## src/rtl/keypad4x4_scanner.sv

```systemverilog
// 4x4 matrix keypad scanner: walks one active-low column at a time, gathers a
// per-frame row summary, and debounces single-key presses over whole frames.
module keypad4x4_scanner #(
    parameter int unsigned SCAN_DIV = 50000,
    parameter int unsigned DEBOUNCE = 4
) (
    input  logic       ck,
    input  logic       R,
    input  logic [3:0] Row,
    output logic [3:0] Col,
    output logic [3:0] Key,
    output logic       Valid,
    output logic       Pressed
);

    localparam int unsigned PW = $clog2(SCAN_DIV);
    localparam int unsigned CW = 4;

    typedef enum logic [1:0] {
        S_IDLE = 2'd0,
        S_CAND = 2'd1,
        S_HELD = 2'd2,
        S_REL  = 2'd3
    } state_t;

    logic [3:0]    row_s1_q, row_s2_q;
    logic [PW-1:0] presc_q;
    logic [1:0]    col_sel_q;
    logic [3:0]    col_q;
    logic          tick;

    logic [1:0]    hits_q, hits_d;
    logic [3:0]    code_q, code_d;
    logic          frame_done_q;

    logic [2:0]    zeros;
    logic [2:0]    hit_sum;
    logic [1:0]    row_idx;
    logic          found;

    state_t        state_q, state_d;
    logic [CW-1:0] cnt_q, cnt_d;
    logic [3:0]    cand_q, cand_d;
    logic [3:0]    key_q, key_d;
    logic          valid_q, valid_d;
    logic          pressed_q, pressed_d;

    logic          res_none, res_single;
    logic [CW-1:0] cnt_inc;
    logic          cnt_full;

    assign tick = (presc_q == PW'(SCAN_DIV - 1));

    // Row synchronizer, prescaler and column walker
    always_ff @(posedge ck or negedge R) begin
        if (!R) begin
            row_s1_q     <= 4'b1111;
            row_s2_q     <= 4'b1111;
            presc_q      <= '0;
            col_sel_q    <= 2'd0;
            col_q        <= 4'b1110;
            hits_q       <= 2'd0;
            code_q       <= 4'd0;
            frame_done_q <= 1'b0;
        end else begin
            row_s1_q     <= Row;
            row_s2_q     <= row_s1_q;
            presc_q      <= tick ? '0 : presc_q + PW'(1);
            frame_done_q <= tick && (col_sel_q == 2'd3);
            if (tick) begin
                col_sel_q <= col_sel_q + 2'd1;
                col_q     <= {col_q[2:0], col_q[3]};
                hits_q    <= hits_d;
                code_q    <= code_d;
            end
        end
    end

    // Column summary; scanning downward leaves the lowest zero row as the winner
    always_comb begin
        zeros   = 3'd0;
        row_idx = 2'd0;
        found   = 1'b0;
        for (int i = 3; i >= 0; i--) begin
            if (!row_s2_q[i]) begin
                zeros   = zeros + 3'd1;
                row_idx = 2'(i);
                found   = 1'b1;
            end
        end
        hit_sum = ((col_sel_q == 2'd0) ? 3'd0 : {1'b0, hits_q}) + zeros;
        hits_d  = (hit_sum >= 3'd2) ? 2'd2 : hit_sum[1:0];
        if (found) begin
            code_d = {row_idx, col_sel_q};
        end else begin
            code_d = (col_sel_q == 2'd0) ? 4'd0 : code_q;
        end
    end

    assign res_none   = (hits_q == 2'd0);
    assign res_single = (hits_q == 2'd1);
    assign cnt_inc    = cnt_q + CW'(1);
    assign cnt_full   = (cnt_inc == CW'(DEBOUNCE));

    always_ff @(posedge ck or negedge R) begin
        if (!R) begin
            state_q   <= S_IDLE;
            cnt_q     <= '0;
            cand_q    <= 4'd0;
            key_q     <= 4'd0;
            valid_q   <= 1'b0;
            pressed_q <= 1'b0;
        end else begin
            state_q   <= state_d;
            cnt_q     <= cnt_d;
            cand_q    <= cand_d;
            key_q     <= key_d;
            valid_q   <= valid_d;
            pressed_q <= pressed_d;
        end
    end

    // Debounce state advances only once per completed frame
    always_comb begin
        state_d = state_q;
        cnt_d   = cnt_q;
        cand_d  = cand_q;
        if (frame_done_q) begin
            unique case (state_q)
                S_IDLE: begin
                    if (res_single) begin
                        state_d = S_CAND;
                        cand_d  = code_q;
                        cnt_d   = CW'(1);
                    end
                end
                S_CAND: begin
                    if (res_single && (code_q == cand_q)) begin
                        cnt_d = cnt_inc;
                        if (cnt_full) state_d = S_HELD;
                    end else if (res_single) begin
                        cand_d = code_q;
                        cnt_d  = CW'(1);
                    end else begin
                        state_d = S_IDLE;
                    end
                end
                S_HELD: begin
                    if (res_none) begin
                        state_d = S_REL;
                        cnt_d   = CW'(1);
                    end
                end
                S_REL: begin
                    if (res_none) begin
                        cnt_d = cnt_inc;
                        if (cnt_full) state_d = S_IDLE;
                    end else begin
                        state_d = S_HELD;
                    end
                end
                default: state_d = S_IDLE;
            endcase
        end
    end

    always_comb begin
        key_d     = key_q;
        valid_d   = 1'b0;
        pressed_d = pressed_q;
        if (frame_done_q) begin
            if ((state_q == S_CAND) && res_single && (code_q == cand_q) && cnt_full) begin
                key_d     = cand_q;
                valid_d   = 1'b1;
                pressed_d = 1'b1;
            end
            if ((state_q == S_REL) && res_none && cnt_full) begin
                pressed_d = 1'b0;
            end
        end
    end

    assign Col     = col_q;
    assign Key     = key_q;
    assign Valid   = valid_q;
    assign Pressed = pressed_q;

endmodule

```

## config.mk

```make
export PLATFORM = sky130hd
export DESIGN_NAME = keypad4x4_scanner
export DESIGN_NICKNAME = d
export VERILOG_FILES = /design/src/rtl/keypad4x4_scanner.sv
export SDC_FILE = /design/constraint.sdc
export NUM_CORES = 1
export LEC_CHECK = 0
export BUFFER_PORTS_ARGS = -buffer_cell sky130_fd_sc_hd__buf_2
export CORE_MARGIN = 1
export CORE_UTILIZATION = 30
export CTS_CLUSTER_SIZE = 40
export DETAILED_ROUTE_END_ITERATION = 10
export PLACE_DENSITY = 0.52
export SLEW_MARGIN = 25
export SYNTH_ARGS = -nofsm -noshare
export SYNTH_HDL_FRONTEND = slang
export SYNTH_SLANG_ARGS = --single-unit
export TNS_END_PERCENT = 5
```

## constraint.sdc

```tcl
create_clock -name ck -period 5.5 [get_ports ck]
set_clock_uncertainty 0.15 [all_clocks]
set_input_delay 0.825 -clock ck [delete_from_list [all_inputs] [get_ports ck]]
set_output_delay 0.825 -clock ck [all_outputs]
set_load 0.01 [all_outputs]
```

==> run summary, run 1 <==
The flow ran to the end, and the final reports show no timing, DRC or antenna violations. The share of cells above drive strength 1 works out to 19.7%. The worst setup path is of the reg2reg kind.

0 antenna diodes ended up in the layout. The tools report the total die area as 8720 sq um. For this run, asynchronously set or reset flops after synthesis account for 100%.

Setup violations remaining at the end of the flow were counted as 0. CTS built an H-tree with a depth of 2. The most common cell after layout, fill and taps aside was sky130_fd_sc_hd__dfrtp_1. The synthesized netlist occupies a cell area of 2500 sq um. The number of buffers between clock root and the deepest sink is 2, and the routed length per instance is 11.9 microns. Counting tap cells, the placed design contains a total of 338 instances.

Final hold analysis gives a worst-case slack of 0.210 ns. The area fraction of the dominant cell type after synthesis works out to 42.0%. The logs give 0 for the final count of pins violating max slew and 375 MHz for the fmax.

In the final timing run, aggregate negative setup slack is 0 ns. For the final hold violation count, the log shows 0. The final cell count without fillers was 346.

The CTS clock-pin slew for the worst setup and hold paths is 0.10 ns. For the wire length after detailed routing, the log shows 4120 microns. After filler insertion, the fill cell instance count of the layout stands at 779. The tools report the register area share after synthesis as 53.5%. Yosys mapped the design onto 45 distinct sky130hd cell types. The top cell type by total area after synthesis is sky130_fd_sc_hd__dfrtp_1. The logs give 7120 microns for the global-route wire length before repair and 0 for the number of nets still failing antenna checks after routing.

Number of design rule violations left after detail routing: 0. For the number of antenna violations at the first check in global routing, the log shows 0. TritonCTS built the clock tree. Counting every sink on the clock net gives 53. Gates resized during post-CTS repair numbered 0. The total of buffers placed on input and output ports works out to 15. For the number of primary I/O pins, the log shows 16. At the later pin of the worst-skew pair, clock insertion delay measures 0.30 ns.

Buffers added to address setup during post-CTS repair amount to 0. Routability-driven placement finished with a final weighted congestion of 0.769. The via count of the first global-routing pass is 1533. After detailed routing, the number of vias per cell comes to 4.66.

For this run, the leading register cell type out of synthesis is sky130_fd_sc_hd__dfrtp_1. Total routing resource utilization after global routing: 10.5%. Data on the critical path arrives at its endpoint at 2.74 ns.

The tree is rooted in a sky130_fd_sc_hd__clkbuf_8. Setup repair after global routing left no endpoint under its margin. Dividing total power by cell area gives a power density of 243 nW/um^2. The maximum number of pins on one net before global-route repair is 54, and the leakage power is 1.29 nW.

The number of nets handed over by synthesis was 240. For this block, the initial DRC count from the detailed router was 54. Leaving out fill and tap cells, the most frequent cells in the layout are sky130_fd_sc_hd__dfrtp_1, sky130_fd_sc_hd__nand2_1, sky130_fd_sc_hd__buf_2, sky130_fd_sc_hd__nor2_1. The initial utilization of the core area, before any placement, comes to 31.8%. The total area inside the core boundary comes to 7890 sq um.

At the pin with the least slew margin, the transition time is 0.669 ns. In the synthesized netlist, the number of instances is 223. From synthesis to final layout, the design area changed by 12.2%. For the worst setup path, the data required time is 5.57 ns. After synthesis, the cell types taking the most area are sky130_fd_sc_hd__dfrtp_1, sky130_fd_sc_hd__dfstp_2, sky130_fd_sc_hd__ha_1, sky130_fd_sc_hd__nand2_1, sky130_fd_sc_hd__xnor2_1. In this run, post-CTS hold repair placed 0 buffers. Cells fill 35.6% of the core in the end.

The final critical path takes up 48.5% of the cycle. From left edge to right edge, the die measures 93.4 microns. Setup slack closes at 2.83 ns. The tool flagged a number of max-cap violations equal to 0. From bottom edge to top edge, the die measures 93.4 microns.

Averaged over all synthesized cells, the footprint is 11.2 sq um. In the final layout, flip-flops and latches occupy 1340 sq um. During synthesis, Yosys emitted a total of 0 warnings. The synthesized design contains 53 register bits. The clock period could shrink to 2.67 ns. The run gives 1110 sq um as the area of the multi-input gates. For the post-placement setup slack, the log shows 2.81 ns.

STA classifies the critical path startpoint as a register. The number of buffers created by CTS was 5; the aggregate global routing overflow was 0. Relative max-transition margin: 55.4%.

The kind of path behind the tightest hold check is reg2reg. The initialized floorplan defines 32 standard-cell rows. The largest fanout on the critical path works out to 3. The final layout contains 260 nets. The number of synthesized flops with an enable pin came out at 0. Type of element capturing the critical path: a register.

The run gives 2870 microns as the HPWL reported at the end of detailed placement. The reg2reg setup slack is 2.83 ns, and the via count is 1612. The pre-antenna-repair detailed-routing pass consisted of 4 iterations. The tools report the worst ir drop on vdd as 0.000116 V.
## path summary, 6_finish.rpt
kind | from | endpoint | cells after the start
setup / recovery | row_s2_q[2]$_DFF_PN1_ | hits_q[0]$_DFFE_PN0N_ | 11
hold / removal | row_s1_q[1]$_DFF_PN1_ | row_s2_q[1]$_DFF_PN1_ | 0
setup reg to reg | row_s2_q[2]$_DFF_PN1_ | hits_q[0]$_DFFE_PN0N_ | 11
hold reg to reg | row_s1_q[1]$_DFF_PN1_ | row_s2_q[1]$_DFF_PN1_ | 0
max in group asynchronous | R | Col[0]$_DFFE_PN0N_ | 2
min in group asynchronous | R | Pressed$_DFFE_PN0P_ | 2
## critical path, cell delays in order (launching register included)
cell and delay, ns:
sky130_fd_sc_hd__dfstp_2 0.56, sky130_fd_sc_hd__inv_1 0.04, sky130_fd_sc_hd__ha_1 0.31, sky130_fd_sc_hd__xnor2_1 0.23, sky130_fd_sc_hd__xnor2_1 0.15, sky130_fd_sc_hd__ha_1 0.16
sky130_fd_sc_hd__inv_1 0.05, sky130_fd_sc_hd__fa_1 0.37, sky130_fd_sc_hd__xnor2_1 0.19, sky130_fd_sc_hd__xnor2_1 0.15, sky130_fd_sc_hd__nand3_1 0.09, sky130_fd_sc_hd__o21ai_0 0.13
## flip-flops by register name, summed over array words and instances (netlist names)
signal        flops
Valid             1
Key               4
row_s2_q          4
presc_q          16
state_q           2
col_sel_q         2
row_s1_q          4
Col               4
Pressed           1
code_q            4
cnt_q             4
hits_q            2
frame_done_q      1
cand_q            4
## power breakdown
part / leakage (nW) / internal [mW] / switching, mW
Clock: 0.0554 / 0.137 / 0.125
Sequential: 0.688 / 0.395 / 0.00220
Combinational: 0.547 / 0.00877 / 0.0145
## stage by stage
step | cell area [sq um] | power [mW]
final | 2810 | 0.682
after global routing | 2810 | 0.713
after CTS | 2810 | 0.698
after detailed placement | 2700 | 0.429
after global placement | 2700 | 0.429
after floorplan | 2500 | 0.416
## cell type report
| type | instances | area share [%] |
|---|---|---|
| clock buffer | 6 | 2.58 |
| clock inverter | 2 | 1.38 |
| inverter | 10 | 1.34 |
| multi-input combinational | 157 | 39.5 |
| sequential | 53 | 47.7 |
| tap | 102 | 4.54 |
| timing repair buffer | 16 | 2.94 |
## routing by layer
metal  vias up  GRT usage (%)  routed length, microns
met5         -              0                       0
met4         0           4.23                      70
met3         5           2.44                     114
met2        21           16.1                    1760
met1       777           14.3                    2170
li1        809              -                       -
## cell families after synthesis
| family | Yosys count | synth area share, % |
|---|---|---|
| buf+inv | 13 | 2.15 |
| xor+xnor | 22 | 7.69 |
| compound gates | 28 | 7.69 |
| flops | 53 | 53.5 |
| fa+ha+maj | 11 | 5.79 |
| mux | 12 | 5.89 |
| simple gates | 84 | 17.3 |
## cells in the mapped netlist, types with 4 or more instances
master / number
sky130_fd_sc_hd__nand2b_1: 5
sky130_fd_sc_hd__nand2_1: 28
sky130_fd_sc_hd__inv_1: 10
sky130_fd_sc_hd__nand4_1: 6
sky130_fd_sc_hd__a21oi_1: 6
sky130_fd_sc_hd__mux2_2: 5
sky130_fd_sc_hd__ha_1: 10
sky130_fd_sc_hd__nand3_1: 10
sky130_fd_sc_hd__nor2_1: 14
sky130_fd_sc_hd__dfstp_2: 11
sky130_fd_sc_hd__mux2_4: 4
sky130_fd_sc_hd__and2_1: 4
sky130_fd_sc_hd__o21ai_0: 5
sky130_fd_sc_hd__xnor2_1: 11
sky130_fd_sc_hd__xor2_1: 11
sky130_fd_sc_hd__dfrtp_1: 42
(Power assumes the default switching activity.)
==> inputs of run 2 (changes only) <==
PLACE_DENSITY = 0.54   (was 0.52)
clock period = 2.3 ns   (was 5.5 ns; I/O delays follow)
==> run 2 against run 1 <==
The flow now finishes with violations (hold timing, setup timing). Clock power is 95% higher. First-iteration DRC count is 28% higher. Core utilization is 1.7 points higher. Routed wire length is 3.4% higher. Die area stayed put. Final cell count is 4.6% higher. Sequential share of layout area is 2.2 points lower. Combinational power grew to 3.1 times the previous value. Critical path type unchanged. Largest power group unchanged.
==> run summary, run 2 (synthesized netlist as in run 1, its figures left out) <==
The tools report the area of the core as 7890 sq um (unchanged). The slew of the pin with the lowest slew margin works out to 0.663 ns (-0.00693 ns). The tools report the number of inserted diodes as 0 (unchanged). The fraction of the cycle the final worst path needs works out to 108% (+59 points). The signal on the critical path passes through inv_1, ha_4, xnor2_2, xnor2_1, ha_1, inv_1, fa_2, xnor2_1, xnor2_1, nand3_1, o21ai_1.

The run gives 54 (unchanged) as the maximum number of pins on one net before global-route repair. The CTS clock-pin slew for the worst setup and hold paths works out to 0.09 ns (about the same). The run gives 1.36 nW (+5.2%) as the leakage power. The type of the worst setup path was reg2reg.

The largest fanout on the critical path was 2 (-1). Setup repair after global routing could not meet its margin everywhere. Worst-case reg-to-reg path depth: 11 (unchanged). The logs give 1615 (+5.3%) for the via count of the first global-routing pass and -0.304 ns (-0.304 ns) for the sum of negative setup slack. The relative max-transition margin is 55.8% (+0.46 points), and the number of H-tree levels is 2 (unchanged). The total routing resource utilization after global routing is 10.9% (+0.44 points).

The chip width works out to 93.4 microns (unchanged). The data arrival time at the worst-slack endpoint was 2.56 ns (-0.18 ns); the final layout net count was 276 (+6.2%). The global placer's final weighted congestion is 0.781 (+1.5%). The cell row count came out at 32 (unchanged). The run gives -0.18 ns (-3.02 ns) as the reg2reg setup slack. The worst hold margin came out at -0.00359 ns (-0.213 ns). Type of element launching the critical path: a register. For the effective utilization at floorplan, the log shows 31.8% (unchanged). For the number of design rule violations left after detail routing, the log shows 0 (unchanged). From synthesis to final layout, the design area changed by 17.7%.

The slowest stage cell on the critical path was sky130_fd_sc_hd__dfstp_2. Number of violations reported at the end of detailed-routing iteration 0: 69 (+28%). The flow ran to the end, but the final reports show violations. The post-placement cell count came out at 350 (+3.6%). Post-CTS repair timing setup buffer count: 0 (unchanged).

The tools report the final count of pins violating max slew as 0 (unchanged). The post-route minimum period is 2.48 ns (-0.183 ns), and the endpoint required time on the critical path is 2.38 ns (-3.19 ns). The buffer and inverter count on the worst path is 2 (unchanged).

Flip-flop count of the largest register, all copies and words added: 16 (unchanged). The die height is 93.4 microns (unchanged). The share of cells above drive strength 1 came out at 23.8% (+4.2 points). The checks that failed: hold timing, setup timing.

The run gives 8720 sq um (unchanged) as the total die area. The top cell types in the final layout, fill and taps aside, are sky130_fd_sc_hd__dfrtp_1, sky130_fd_sc_hd__nand2_1, sky130_fd_sc_hd__buf_2, sky130_fd_sc_hd__nor2_1, sky130_fd_sc_hd__buf_4. The tools report the number of sinks handled by clock tree synthesis as 53 (unchanged).

Fmax: 403 MHz (+7.4%). The worst register-to-register path ends at hits_q[0]$_DFFE_PN0N_. The run gives 3010 microns (+4.9%) as the HPWL reported at the end of detailed placement. The number of filler cells placed in the layout is 788 (+1.2%), and the setup-violating endpoint count in the final report is 2 (+2). The tools report the final cell count without fillers as 362 (+4.6%). The root buffer cell chosen for the clock tree is sky130_fd_sc_hd__clkbuf_8.

The post-placement setup slack was -0.185 ns (-3.00 ns). The library cell used most frequently in the layout, excluding fill and tap cells, is sky130_fd_sc_hd__dfrtp_1. The final hold violation count came out at 5 (+5). Grouping stages by cell kind, the critical path spends the most delay in adder cells. The detail-routed via count per cell is 4.60 (-1.3%). Total of max-cap violations: 0 (unchanged). The overall power was 1.53 mW (+120%); the first-pass detailed-route iteration total was 4 (unchanged).

The number of buffers between clock root and the deepest sink was 2 (unchanged). The worst setup path is captured at a register. The insertion delay of the later-clocked pin in the worst-skew pair came out at 0.30 ns (about the same). For the aggregate global routing overflow, the log shows 0 (unchanged). The tools report the number of nets still failing antenna checks after routing as 0 (unchanged).

The total of buffers placed on input and output ports is 15 (unchanged). The number of buffers created by CTS is 5 (unchanged). In this run the critical register-to-register path is launched from row_s2_q[2]$_DFF_PN1_.

The routed length per instance was 11.8 microns (-1.1%). The run gives 7510 microns (+5.4%) as the global-route wire length before repair. The worst ir drop on vdd is 0.000248 V (+110%), and the number of primary I/O pins is 16 (unchanged). Ranked by flip-flop count, first place goes to presc_q. Slack of the critical path: -0.183 ns (-3.02 ns).

The kind of path behind the tightest hold check was in2async. The wire length after detailed routing is 4260 microns (+3.4%). The total power per unit cell area was 520 nW/um^2 (+110%); the number of antenna violations at the first check in global routing was 0 (unchanged). The worst stage delay on the critical path is 0.54 ns (-0.02 ns). TritonCTS built the clock tree. The most repeated library cell on the critical path is sky130_fd_sc_hd__xnor2_1.

The tools report the via count as 1665 (+3.3%).
[run 2: report_power, final]
group | internal (mW) | total (mW) | switching, mW
clock network | 0.216 | 0.511 | 0.294
registers | 0.944 | 0.950 | 0.00533
logic | 0.0328 | 0.0713 | 0.0385
[run 2: worst max path at each step]
stage,startpoint,end,slack (ns),depth (start not counted)
after floorplan,row_s2_q[2]$_DFF_PN1_,hits_q[0]$_DFFE_PN0N_,-0.11,11
after global placement,row_s2_q[2]$_DFF_PN1_,hits_q[0]$_DFFE_PN0N_,-0.15,11
after detailed placement,row_s2_q[2]$_DFF_PN1_,hits_q[0]$_DFFE_PN0N_,-0.19,11
after CTS,row_s2_q[2]$_DFF_PN1_,hits_q[0]$_DFFE_PN0N_,-0.21,11
after global routing,row_s2_q[2]$_DFF_PN1_,hits_q[0]$_DFFE_PN0N_,-0.35,11
final,row_s2_q[2]$_DFF_PN1_,hits_q[0]$_DFFE_PN0N_,-0.18,11
[run 2: worst register-to-register path: stages (launching register included)]
cell,delay [ns]
sky130_fd_sc_hd__dfstp_2,0.54
sky130_fd_sc_hd__inv_1,0.06
sky130_fd_sc_hd__ha_4,0.25
sky130_fd_sc_hd__xnor2_2,0.16
sky130_fd_sc_hd__xnor2_1,0.14
sky130_fd_sc_hd__ha_1,0.17
sky130_fd_sc_hd__inv_1,0.06
sky130_fd_sc_hd__fa_2,0.35
sky130_fd_sc_hd__xnor2_1,0.18
sky130_fd_sc_hd__xnor2_1,0.16
sky130_fd_sc_hd__nand3_1,0.10
sky130_fd_sc_hd__o21ai_1,0.11
[run 2: metal layers]
metal,GRT usage (%),vias up,share of wire [%]
met1,15.6,793,51
met3,2.68,5,3.3
li1,-,840,-
met5,0,-,0
met2,16.2,27,44
met4,3.46,0,1.1
[run 2: repair_timing]
| item | 4_1_cts | 5_1_grt |
|---|---|---|
| gates cloned | 0 | 0 |
| setup endpoints to repair | 2 | 2 |
| pin swaps | 1 | 0 |
| hold buffers | 4 | 0 |
| hold endpoints to repair | 4 | 0 |
| resized for setup | 0 | 1 |
[run 2: layout make-up]
cell class | count | area (sq um) | area share, %
Inverter | 10 | 37.5 | 1.27
Multi-Input combinational cell | 157 | 1130 | 38.5
Clock buffer | 7 | 76.3 | 2.59
Sequential cell | 53 | 1340 | 45.5
Timing Repair Buffer | 32 | 225 | 7.64
Tap cell | 102 | 128 | 4.33
Clock inverter | 1 | 7.51 | 0.255
[run 2: metrics by stage]
step                area (sq um)  utilization [%]
floorplan                   2530                -
global placement            2820             35.8
detailed placement          2820             35.8
CTS                         2950             37.4
global route                2950             37.4
finish                      2950             37.4
==> inputs of run 3 (changes only) <==
--- a/config.mk
+++ b/config.mk
@@ -7,4 +7,5 @@
 export LEC_CHECK = 0
 export BUFFER_PORTS_ARGS = -buffer_cell sky130_fd_sc_hd__buf_2
+export CORE_ASPECT_RATIO = 1.5
 export CORE_MARGIN = 1
 export CORE_UTILIZATION = 30
==> constraint.sdc (replaced) <==
create_clock -name ck -period 2.3 [get_ports ck]
set_clock_uncertainty 0.15 [all_clocks]
set_input_delay 0.345 -clock ck [delete_from_list [all_inputs] [get_ports ck]]
set_output_delay 0.345 -clock ck [all_outputs]
set_load 0.02 [all_outputs]
==> run 3 against run 2 <==
The flow finishes with violations (setup timing). Combinational power rose by 17%. Setup slack got worse by 0.058 ns. Critical path depth did not move. Critical endpoint is now hits_q[1]$_DFFE_PN0N_. Largest cell class unchanged.
==> run summary, run 3 (synthesized netlist as in run 1, its figures left out) <==
The flow ran to the end, but the final reports show violations. The checks that failed: setup timing. The effective utilization at floorplan is 31.1% (-0.67 points). The logs give 1.38 nW (+1.7%) for the leakage power and 0 (unchanged) for the number of design rule violations left after detail routing.

Register ranked first by flip-flop count: presc_q. The number of inserted diodes came out at 0 (unchanged). The post-placement cell count is 352 (+0.57%), and the area of the multi-input gates is 1150 sq um (+1.9%). The HPWL reported at the end of detailed placement was 3310 microns (+10%). The root buffer cell is sky130_fd_sc_hd__clkbuf_16.

The tools report the via count as 1659 (-0.36%). The global-route wire length before repair is 7940 microns (+5.8%), and the aggregate global routing overflow is 0 (unchanged). The total of max-cap violations was 0 (unchanged).

The area of the core came out at 8060 sq um (+2.2%). The data arrival time at the worst-slack endpoint is 2.56 ns (about the same), and the final layout net count is 274 (-0.72%). Number of buffers between clock root and the deepest sink: 2 (unchanged).

The chip width is 76.6 microns (-18%). The slack of the critical path is -0.241 ns (-0.0583 ns). The logs give 0 (unchanged) for the number of antenna violations at the first check in global routing and 2 (unchanged) for the number of H-tree levels.

The largest fanout on the critical path works out to 2 (unchanged). The critical path in this run is classified as reg2reg. The fraction of the cycle the final worst path needs was 110% (+2.5 points). Final core utilization: 37.2% (-0.20 points). Setup repair after global routing could not meet its margin everywhere. The tools report the total die area as 8730 sq um (about the same). For this design, the slowest cell found on the critical path is sky130_fd_sc_hd__dfstp_2. The post-route minimum period is 2.54 ns (+0.0583 ns), and the slew of the pin with the lowest slew margin is 0.540 ns (-0.122 ns). The total of buffers placed on input and output ports was 15 (unchanged); the die height was 114 microns (+22%). Type of element launching the critical path: a register.

The final count of pins violating max slew came out at 0 (unchanged). The library cell used most frequently in the layout, excluding fill and tap cells, is sky130_fd_sc_hd__dfrtp_1. The total power per unit cell area is 584 nW/um^2 (+12%), and the number of violations reported at the end of detailed-routing iteration 0 is 48 (-30%).

The routed length per instance works out to 12.0 microns (+2.2%). For the wire length after detailed routing, the log shows 4370 microns (+2.5%). In the layout the commonest cells are sky130_fd_sc_hd__dfrtp_1, sky130_fd_sc_hd__nand2_1, sky130_fd_sc_hd__buf_2, sky130_fd_sc_hd__nor2_1, sky130_fd_sc_hd__buf_4. The worst stage delay on the critical path came out at 0.53 ns (about the same). For the total routing resource utilization after global routing, the log shows 11.4% (+0.44 points). STA classifies the critical path endpoint as a register. The tightest min-delay check is of the in2reg type.

The total area of sequential cells was 1340 sq um (unchanged); the number of buffers created by CTS was 5 (unchanged). The setup-violating endpoint count in the final report was 2 (unchanged); the number of sinks handled by clock tree synthesis was 53 (unchanged). The logs give 0 (-5) for the final hold violation count and 4 (unchanged) for the first-pass detailed-route iteration total. The flip-flop count of the largest register, all copies and words added works out to 16 (unchanged).

TritonCTS built the clock tree. The number of primary I/O pins was 16 (unchanged); the endpoint required time on the critical path was 2.32 ns (-0.06 ns). The worst ir drop on vdd was 0.000252 V (+1.8%). The via count of the first global-routing pass came out at 1724 (+6.7%). The final cell count without fillers is 363 (+0.28%).

The insertion delay of the later-clocked pin in the worst-skew pair came out at 0.29 ns (about the same). The number of filler cells placed in the layout was 780 (-1.0%); the CTS clock-pin slew for the worst setup and hold paths was 0.06 ns (-0.03 ns). The tools report the fmax as 393 MHz (-2.3%). The critical path goes through inv_1, ha_4, xnor2_4, xnor2_2, ha_2, inv_1, fa_2, xnor2_1, xnor2_1, buf_4, a31oi_1. The share of cells above drive strength 1 works out to 25.6% (+1.7 points). The relative max-transition margin was 64.0% (+8.2 points); the global placer's final weighted congestion was 0.753 (-3.6%).

The number of nets still failing antenna checks after routing is 0 (unchanged), and the post-placement setup slack is -0.214 ns (-0.0293 ns). The cell row count is 40 (+25%), and the detail-routed via count per cell is 4.57 (-0.63%). The area growth from synthesis to layout is 19.6%.

Maximum number of pins on one net before global-route repair: 24 (-56%).
-- run 3: changes by cell type in the layout (fill, tap and decap cells not counted), sizes merged --
cell / delta
clkbuf: -1
clkinvlp: -1
dlygate4sd3: -2
clkinv: +2
-- run 3: cell type report --
class                           instances  area share, %
Sequential cell                        53           44.7
Multi-Input combinational cell        157           38.6
Timing Repair Buffer                   30           6.43
Tap cell                              105           4.39
Clock buffer                            6           4.30
Inverter                               10           1.25
Clock inverter                          2          0.334
-- run 3: worst paths after layout --
| path | from | to | slack [ns] | cells past startpoint |
|---|---|---|---|---|
| worst max-delay path | row_s2_q[2]$_DFF_PN1_ | hits_q[1]$_DFFE_PN0N_ | -0.24 | 11 |
| worst min-delay path | Row[0] | row_s1_q[0]$_DFF_PN1_ | 0.004 | 1 |
| worst max register to register | row_s2_q[2]$_DFF_PN1_ | hits_q[1]$_DFFE_PN0N_ | -0.24 | 11 |
| worst min register to register | row_s1_q[3]$_DFF_PN1_ | row_s2_q[3]$_DFF_PN1_ | 0.21 | 0 |
| max in group asynchronous | R | row_s1_q[2]$_DFF_PN1_ | 0.90 | 3 |
| min in group asynchronous | R | presc_q[3]$_DFF_PN0_ | 0.42 | 2 |
-- run 3: what timing repair did --
action	CTS	global route
gates cloned	0	0
hold buffers	2	0
endpoints found under the setup margin	2	2
pin swaps	1	2
gates resized for setup	0	5
hold endpoints to repair	19	0
buffers inserted	0	1
-- run 3: power by group --
part | switching (mW) | internal (mW) | total, mW
Combinational | 0.0429 | 0.0403 | 0.0832
Clock | 0.313 | 0.400 | 0.713
Sequential | 0.00660 | 0.945 | 0.952
Total | 0.362 | 1.39 | 1.75
-- run 3: critical path: cells and delay by family (launching register included) --
kind	cells	cell delay, ns
adder cells (fa/ha/maj)	3	0.80
XOR/XNOR	4	0.63
flip-flops	1	0.53
buffers and inverters	3	0.24
AO/OA/AOI/OAI	1	0.07
-- run 3: metal layers --
| layer | vias up | track usage [%] | wire length (microns) |
|---|---|---|---|
| li1 | 839 | - | - |
| met1 | 794 | 13.3 | 1940 |
| met2 | 21 | 20.5 | 2250 |
| met3 | 5 | 2.40 | 122 |
| met4 | 0 | 3.85 | 59 |
| met5 | - | 0 | 0 |
-- run 3: per-stage QoR --
step | total power [mW] | instance area [sq um] | hold WS (ns) | TNS (ns)
after CTS | 1.76 | 2970 | 0.00241 | -0.368
after global routing | 1.81 | 3000 | 0.00157 | -0.750
after floorplan | 1.00 | 2530 | -0.101 | -0.146
after global placement | 1.04 | 2810 | 0.197 | -0.201
after detailed placement | 1.04 | 2810 | 0.197 | -0.355
final | 1.75 | 3000 | 0.00399 | -0.442
